File: src/rtl/bus_rr_scheduler_pkg.sv
// Shared types and helpers for the packet-bus round-robin scheduler.
// The header destination ID sits in the top ID_W bits of every packet.
package bus_sched_pkg;

  localparam int ID_W      = 8;
  localparam int PKT_MAX_W = 256;

  typedef enum logic [1:0] {
    IDLE = 2'd0,
    POP  = 2'd1,
    PUSH = 2'd2
  } state_t;

  // Packets of any width up to PKT_MAX_W are passed zero-extended.
  function automatic logic [ID_W-1:0] hdr_id(input logic [PKT_MAX_W-1:0] pkt, input int width);
    return ID_W'(pkt >> (width - ID_W));
  endfunction

endpackage

File: src/rtl/bus_rr_scheduler_if.sv
// Handshake bundle between the per-driver FIFO agents and the bus scheduler.
// The master modport is the scheduler side; the slave modport is the FIFO/data-path side.
interface bus_rr_scheduler_if #(
  parameter int pckg_sz = 16,
  parameter int drvrs   = 16,
  parameter int drop_w  = 16
);
  logic [drvrs-1:0]         pndng;
  logic [drvrs*pckg_sz-1:0] D_pop;
  logic [drvrs-1:0]         pop;
  logic [drvrs-1:0]         push;
  logic [pckg_sz-1:0]       D_push;
  logic [7:0]               gnt_id;
  logic                     busy;
  logic [drop_w-1:0]        drop_cnt;

  modport master (
    input  pndng, D_pop,
    output pop, push, D_push, gnt_id, busy, drop_cnt
  );

  modport slave (
    output pndng, D_pop,
    input  pop, push, D_push, gnt_id, busy, drop_cnt
  );
endinterface

File: src/rtl/bus_rr_scheduler_pick.sv
// Combinational rotating-priority picker: first request found scanning
// upward from last+1, wrapping modulo drvrs.
module bus_rr_pick #(
  parameter int drvrs = 16
) (
  input  logic [drvrs-1:0] req,
  input  logic [7:0]       last,
  output logic [7:0]       gnt_idx,
  output logic             any
);

  localparam int IW = $clog2(drvrs);

  logic [7:0]       cand_idx [drvrs];
  logic [drvrs-1:0] hit;

  // Slot gi holds the driver that is (gi+1) positions after the last grant.
  for (genvar gi = 0; gi < drvrs; gi++) begin : g_cand
    logic [8:0] sum;
    assign sum          = {1'b0, last} + 9'(gi + 1);
    assign cand_idx[gi] = (sum >= 9'(drvrs)) ? 8'(sum - 9'(drvrs)) : sum[7:0];
    assign hit[gi]      = req[cand_idx[gi][IW-1:0]];
  end

  always_comb begin
    gnt_idx = '0;
    for (int k = drvrs - 1; k >= 0; k--) begin
      if (hit[k]) gnt_idx = cand_idx[k];
    end
  end

  assign any = |req;

endmodule

File: src/rtl/bus_rr_scheduler.sv
// Single-bus round-robin scheduler: grants one pending driver, pops its FIFO
// head, and pushes the packet to its destination or to all other drivers.
module bus_rr_scheduler #(
  parameter int pckg_sz   = 16,
  parameter int drvrs     = 16,
  parameter int broadcast = 255,
  parameter int drop_w    = 16
) (
  input logic          clk,
  input logic          reset,
  bus_rr_scheduler_if.master bus
);
  import bus_sched_pkg::*;

  localparam int IW = $clog2(drvrs);
  localparam logic [drvrs-1:0] ONE_HOT0 = {{(drvrs-1){1'b0}}, 1'b1};

  state_t              state_reg, state_next;
  logic [7:0]          gnt_reg, gnt_next;
  logic [7:0]          last_reg, last_next;
  logic [pckg_sz-1:0]  data_reg, data_next;
  logic [drvrs-1:0]    pop_reg, pop_next;
  logic [drvrs-1:0]    push_reg, push_next;
  logic [pckg_sz-1:0]  dpush_reg, dpush_next;
  logic                busy_reg, busy_next;
  logic [drop_w-1:0]   drop_reg, drop_next;

  logic [7:0]          pick_idx;
  logic                pick_any;
  logic [7:0]          dest;
  logic [pckg_sz-1:0]  words [drvrs];

  for (genvar gi = 0; gi < drvrs; gi++) begin : g_words
    assign words[gi] = bus.D_pop[gi*pckg_sz +: pckg_sz];
  end

  bus_rr_pick #(.drvrs(drvrs)) u_pick (
    .req     (bus.pndng),
    .last    (last_reg),
    .gnt_idx (pick_idx),
    .any     (pick_any)
  );

  always_ff @(posedge clk) begin
    if (reset) begin
      state_reg <= IDLE;
      gnt_reg   <= '0;
      last_reg  <= 8'(drvrs - 1);
      data_reg  <= '0;
      pop_reg   <= '0;
      push_reg  <= '0;
      dpush_reg <= '0;
      busy_reg  <= 1'b0;
      drop_reg  <= '0;
    end else begin
      state_reg <= state_next;
      gnt_reg   <= gnt_next;
      last_reg  <= last_next;
      data_reg  <= data_next;
      pop_reg   <= pop_next;
      push_reg  <= push_next;
      dpush_reg <= dpush_next;
      busy_reg  <= busy_next;
      drop_reg  <= drop_next;
    end
  end

  always_comb begin
    state_next = state_reg;
    gnt_next   = gnt_reg;
    last_next  = last_reg;
    data_next  = data_reg;
    pop_next   = '0;
    push_next  = '0;
    dpush_next = dpush_reg;
    drop_next  = drop_reg;
    dest       = hdr_id(PKT_MAX_W'(data_reg), pckg_sz);
    case (state_reg)
      IDLE: begin
        if (pick_any) begin
          gnt_next   = pick_idx;
          state_next = POP;
        end
      end
      POP: begin
        // A request withdrawn after the grant is dropped without touching last_gnt.
        if (bus.pndng[gnt_reg[IW-1:0]]) begin
          pop_next   = ONE_HOT0 << gnt_reg;
          data_next  = words[gnt_reg[IW-1:0]];
          state_next = PUSH;
        end else begin
          state_next = IDLE;
        end
      end
      PUSH: begin
        if (dest == 8'(broadcast)) begin
          push_next = ~(ONE_HOT0 << gnt_reg);
        end else if (dest < 8'(drvrs)) begin
          push_next = ONE_HOT0 << dest;
        end else if (drop_reg != '1) begin
          drop_next = drop_reg + 1'b1;
        end
        dpush_next = data_reg;
        last_next  = gnt_reg;
        state_next = IDLE;
      end
      default: state_next = IDLE;
    endcase
    busy_next = (state_next != IDLE);
  end

  assign bus.pop      = pop_reg;
  assign bus.push     = push_reg;
  assign bus.D_push   = dpush_reg;
  assign bus.gnt_id   = gnt_reg;
  assign bus.busy     = busy_reg;
  assign bus.drop_cnt = drop_reg;

endmodule

File: src/flat_wrapper.sv
// flat-port wrapper written by rule: the top's interface ports become plain ports
module bus_rr_scheduler_flat import bus_sched_pkg::*;
#(
  parameter int pckg_sz   = 16,
  parameter int drvrs     = 16,
  parameter int broadcast = 255,
  parameter int drop_w    = 16
)
  (clk, reset, bus_pndng, bus_D_pop, bus_pop, bus_push, bus_D_push, bus_gnt_id, bus_busy, bus_drop_cnt);
  bus_rr_scheduler_if #(.pckg_sz(pckg_sz), .drvrs(drvrs), .drop_w(drop_w)) bus_i ();
  input logic clk;
  input logic reset;
  input wire logic [$bits(bus_i.pndng)-1:0] bus_pndng;
  input wire logic [$bits(bus_i.D_pop)-1:0] bus_D_pop;
  output wire logic [$bits(bus_i.pop)-1:0] bus_pop;
  output wire logic [$bits(bus_i.push)-1:0] bus_push;
  output wire logic [$bits(bus_i.D_push)-1:0] bus_D_push;
  output wire logic [$bits(bus_i.gnt_id)-1:0] bus_gnt_id;
  output wire logic [$bits(bus_i.busy)-1:0] bus_busy;
  output wire logic [$bits(bus_i.drop_cnt)-1:0] bus_drop_cnt;
  assign bus_i.pndng = bus_pndng;
  assign bus_i.D_pop = bus_D_pop;
  assign bus_pop = bus_i.pop;
  assign bus_push = bus_i.push;
  assign bus_D_push = bus_i.D_push;
  assign bus_gnt_id = bus_i.gnt_id;
  assign bus_busy = bus_i.busy;
  assign bus_drop_cnt = bus_i.drop_cnt;
  bus_rr_scheduler #(.pckg_sz(pckg_sz), .drvrs(drvrs), .broadcast(broadcast), .drop_w(drop_w)) u_core (.clk(clk), .reset(reset), .bus(bus_i));
endmodule
File: config.mk
export PLATFORM = sky130hd
export DESIGN_NAME = bus_rr_scheduler_flat
export DESIGN_NICKNAME = d
export VERILOG_FILES = /design/src/rtl/bus_rr_scheduler_pkg.sv /design/src/rtl/bus_rr_scheduler_if.sv /design/src/rtl/bus_rr_scheduler_pick.sv /design/src/rtl/bus_rr_scheduler.sv /design/src/flat_wrapper.sv
export SDC_FILE = /design/constraint.sdc
export NUM_CORES = 1
export LEC_CHECK = 0
export CELL_PAD_IN_SITES_DETAIL_PLACEMENT = 0
export CELL_PAD_IN_SITES_GLOBAL_PLACEMENT = 1
export CORE_ASPECT_RATIO = 1.1
export CORE_MARGIN = 8
export CORE_UTILIZATION = 38
export CTS_CLUSTER_SIZE = 24
export DETAILED_ROUTE_END_ITERATION = 6
export GPL_TIMING_DRIVEN = 1
export PLACE_DENSITY = 0.86
export SYNTH_ARGS = -nofsm -noshare
export SYNTH_HDL_FRONTEND = slang
export SYNTH_SLANG_ARGS = --single-unit
File: constraint.sdc
create_clock -name clk -period 9 [get_ports clk]
set_clock_uncertainty 0.1 [all_clocks]
set_input_delay 2.25 -clock clk [delete_from_list [all_inputs] [get_ports clk]]
set_output_delay 2.25 -clock clk [all_outputs]
set_load 0.01 [all_outputs]
After elaboration in Yosys (flattened, before gate mapping)
Index checks and enable logic that the tools add are counted.
W data, S select, Z words.
{ "classes": {"add_sub_neg": 33, "magnitude_cmp": 35, "n_eq_ne": 4, "shifts": 2, "mux": 74, "n_bitwise": 7, "n_reduce_logical": 8} }
{ "ops": {"columns": ["op", "count"], "rows": [
  ["$mux W8", 32],
  ["$ge A9 B5 Y1 const B", 16],
  ["$sub A8 B5 Y8 const B", 16],
  ["$lt A4 B5 Y1 const B", 17],
  ["$add A8 B4 Y9 const B", 8],
  ["$bmux W1 S4", 17],
  ["$bmux W16 S4", 1],
  ["$mux W16", 4],
  ["$add A8 B3 Y9 const B", 4],
  ["$shl A1 B8 Y16 const A", 2],
  ["$add A8 B2 Y9 const B", 2],
  ["$mux W1", 17],
  ["$add A16 B1 Y16 const B", 1],
  ["$ne A16 B16 Y1 const B", 1],
  ["$not A16 Y16", 1],
  ["$reduce_or A16 Y1", 1],
  ["$add A8 B1 Y9 const B", 1],
  ["$add A8 B5 Y9 const B", 1],
  ["$eq A8 B8 Y1 const B", 1],
  ["$lt A8 B5 Y1 const B", 1],
  ["$ge A5 B5 Y1 const B", 1],
  ["$not A1 Y1", 5],
  ["$not A4 Y5", 1],
  ["$mux W2", 2],
  ["other kinds (9)", 10]
]} }
{ "word_totals": {"regBits": 99, "inputBits": 274, "output_inout_bits": 73, "wordCells": 172} }

Longest topological paths before layout
{ "depth": {"word_depth": 21, "mapped_depth": 19, "ltp_nobuf": 15} }

Hierarchy
From an unflattened synthesis, not the netlist that was laid out.
{ "hier_totals": {"hier_cells": 1446, "area_unflattened_um2": 11813.8} }
{ "modules_own_cells": {"columns": ["mod", "instances", "cells_each", "area_each_um2", "seq_area_each_um2"], "rows": [
  ["bus_rr_scheduler", 1, 613, 5953.2, 1981.9],
  ["bus_rr_pick", 1, 833, 5860.6, 0.0]
]} }

Worst setup path before layout
No wires, ideal clock.
{ "synth_path": {"path_type": "in2reg", "start": "input bus_pndng[7]", "end": "register u_core.gnt_reg[4] (netlist: u_core.bus.gnt_id[4])", "setup_ns": 0.125, "t_arrival_ns": 4.301, "required_ns": 8.775, "slack_ns": 4.474, "path_stages": 8, "path_cell_list": "mux4_2 mux4_2 nor2b_4 and4_4 o41a_1 o311ai_1 a211o_1 a31oi_1"} }
{ "synth_via": {"elab_chain_len": 18, "elab_cells_between_ends": 50, "cone_classes": "mux: 48; reduce/logical: 2"} }
{ "synth_lines": {"columns": ["element", "line", "text"], "rows": [
  ["from (decl)", "flat_wrapper.sv:13", "input wire logic [$bits(bus_i.pndng)-1:0] bus_pndng;"],
  ["$bmux W1 S4", "bus_rr_scheduler_pick.sv:22", "assign hit[gi] = req[cand_idx[gi][IW-1:0]];"],
  ["$mux W1 (not written as such)", "bus_rr_scheduler_pick.sv:22", null],
  ["$mux W8 (16 in a row)", "bus_rr_scheduler_pick.sv:28", "if (hit[k]) gnt_idx = cand_idx[k];"],
  ["to (signal assigned)", "bus_rr_scheduler.sv:57", "gnt_reg <= gnt_next;"],
  ["to (decl)", "bus_rr_scheduler.sv:19", "logic [7:0] gnt_reg, gnt_next;"]
]} }
Several ways; a longest one is shown, not always the timed one. The select of a mux whose other input is x is not followed.
A chain may end at the register's enable or synchronous reset.

Worst setup path after layout
{ "layout_path": {"start": "input bus_pndng[12]", "end": "register u_core.gnt_reg[6] (netlist: u_core.bus.gnt_id[6])"} }
Same word-level chain as after synthesis.

==> results.md <==
- Status: finished, final reports clean
- Placer Congestion: 0.965
- Worst EP required: 9.14 ns
- Placed inst area: 14900 um2
- Critical Path End Type: register
- Synth cell count leaders: nand2_1, nor2_1, mux4_2
- Syn avg cell area: 8.57 um2
- Largest fanout on the critical path: 15
- # nets final: 1908
- Chip width: 179 um
- CTS resizes: 0
- FF+latch count, synth: 99
- Layout area overhead: 36.0%
- Total Power: 3.26 mW
- Final setup viols: 0
- Leakage: 5.25 nW
- Total negative slack: 0 ns
- Cell Int Power: 1.73 mW
- Final core occ: 0.519
- Initial DRC Count: 1200
- Effective utilization at floorplan: 0.382
- Clk root buf: clkbuf_16
- Gr ovfl total: 0
- Clock power frac: 0.120
- Final Cycle Share: 0.588
- Core area: 29200 um2
- CTS tree: yes
- Cell total after placement: 1951
- Worst-case clock buffer depth: 2
- R2r setup slk: 3.80 ns
- Mapped Cells: 1302
- Shortest period the worst path allows: 5.29 ns
- Largest net degree at the start of global routing: 64
- Worst hold path class: reg2reg
- Switching share of power: 0.471
- Fmax: 189 MHz
- Ys Warns: 0
- Yosys top cell by area: mux4_2
- First-pass GRT wire length: 76.1 mm
- Die Y: 196 um
- CP cell instances: clkdlybuf4s50_1 -> mux4_2 -> nand2_1 -> nand2_1 -> o21ai_1 -> and2_1 -> nand2_1 -> nor4_1 -> a211oi_1 -> o311a_1
- Cell with the largest stage delay on the worst path: o21ai_1
- Worst skew pair latency: 0.34 ns
- Gr usage total: 0.286
- P_sw: 1.54 mW
- WL final: 52.1 mm
- Sequential element share of the synthesized area: 0.178
- Top cell type's share of synthesized area: 0.220
- Hold Vio Cnt, Final: 0
- Post-route DRC: 0
- CTS H-tree lvls: 3
- Distinct cells, synth: 84
- Setup Fix Bufs, Post-CTS: 0
- Async SR Flop Fraction: 0
- Crit path buffers/inverters: 1
- Top cells by area, synth: mux4_2, dfxtp_1, ha_1
- Net count after synthesis: 1622
- Row count: 66
- MaxCap Viol Count: 0
- Vias/cell: 6.18
- Post-DP HPWL: 41.7 mm
- Hold_buf cts: 0
- Peak VDD IR: 0.000151 V
- Critical path class: in2reg
- CTS sink count: 99
- Worst stage delay on the critical path: 0.79 ns
- Vias in the first global route: 11.8k
- CTS buffer count: 9
- Synthesized area: 11200 um2
- Final Slew Violations: 0
- Max_slew headroom: 0.320
- Share of cells above drive strength 1: 0.122
- Combinational share of power: 0.698
- Dpl ws: 3.38 ns
- Slew @ Worst Pin: 1.01 ns
- Part of the power in registers: 0.182
- Setup WS post-layout: 3.71 ns
- Drt pass-1 iters: 5
- Final hold slack: 0.352 ns
- Most frequent cell after synthesis: nand2_1
- Port Buffers: 346
- Worst path arrival time: 5.43 ns
- Die area: 35100 um2
- Initial antenna violation count: 4
- Vias: 12.2k
- Post-synth EDFFs: 0
- CP startpoint kind: primary input
- DR WL/cell: 26.4 um
- Detail Route Antenna Nets: 0
- RSZ-0062 raised after global routing: no
- Io pins: 347
- Top Family by Delay on Critical Path: compound AO/OA/AOI/OAI gates
- Final Cell Area: 15200 um2
- CP most frequent cell: nand2_1
- Main synth FF type: dfxtp_1
- Clk slew on worst S/H paths: 0.07 ns
- Power Dens Cells: 215 nW/um2
- Layout Cells excl Fill: 1971
==> cell families after synthesis <==
| group | share of synthesized area |
|---|---|
| simple gates | 0.184 |
| mux | 0.275 |
| fa+ha+maj | 0.0516 |
| flops | 0.178 |
| compound gates | 0.194 |
| buf+inv | 0.0550 |
| xor+xnor | 0.0632 |
==> cell type report <==
| cell class | instances | area [um2] |
|---|---|---|
| repair buffers | 372 | 3650 |
| clock inverters | 5 | 62.6 |
| multi-input cells | 1058 | 8560 |
| clock buffers | 10 | 239 |
| inverters | 48 | 180 |
| fillers | 2756 | 14100 |
| diodes | 5 | 12.5 |
| flip-flops and latches | 99 | 1990 |
| well taps | 374 | 468 |
==> placed cells by master, fill, tap and decap left out, drive strengths merged, types with 9 or more instances in the layout <==
master / n
clkdlybuf4s50: 345
nand2: 144
nor2: 112
mux4: 109
a21oi: 101
dfxtp: 99
o21ai: 68
xnor2: 66
nand3: 54
inv: 47
ha: 46
mux2i: 44
buf: 27
nor3: 22
a31oi: 19
a211oi: 16
or3: 15
o211ai: 15
mux2: 14
nand4: 13
nor2b: 12
xor2: 11
and3: 10
clkbuf: 10
o21a: 9
nor4: 9
a21boi: 9
==> worst register-to-register path, delay by kind of cell, from the launching register on <==
kind	cells	cell delay [ns]
flip-flops	1	0.31
AND/OR/NAND/NOR	3	0.45
AO/OA/AOI/OAI	7	1.59
buffers and inverters	3	1.22
XOR/XNOR	1	0.55
adder cells (fa/ha/maj)	2	0.84
==> power by group through the flow <==
stage	sequential (mW)	clock (mW)	combinational, mW
6_report	0.594	0.391	2.28
5_1_grt	0.610	0.415	2.43
4_1_cts	0.597	0.398	2.25
3_5_place_dp	0.605	0	2.24
3_3_place_gp	0.604	0	2.23
2_1_floorplan	0.540	0	1.60
==> metal layers <==
metal	wire length (um)	vias to the layer above	track usage
met3	5260	100	0.0598
met4	1980	2	0.107
met5	12	-	0
met2	23800	676	0.458
met1	21100	5908	0.374
li1	-	5495	-
==> final timing paths <==
path	from	to	cells after the start
setup / recovery	bus_pndng[12]	u_core.bus.gnt_id[6]$_SDFFE_PP0P_	10
hold reg to reg	u_core.data_reg[2]$_SDFFE_PP0P_	u_core.bus.D_push[2]$_SDFFE_PP0N_	2
hold / removal	u_core.data_reg[2]$_SDFFE_PP0P_	u_core.bus.D_push[2]$_SDFFE_PP0N_	2
setup reg to reg	u_core.last_reg[2]$_SDFFE_PP1N_	u_core.bus.gnt_id[5]$_SDFFE_PP0P_	16
No activity file was read; power rests on OpenSTA's default activity.
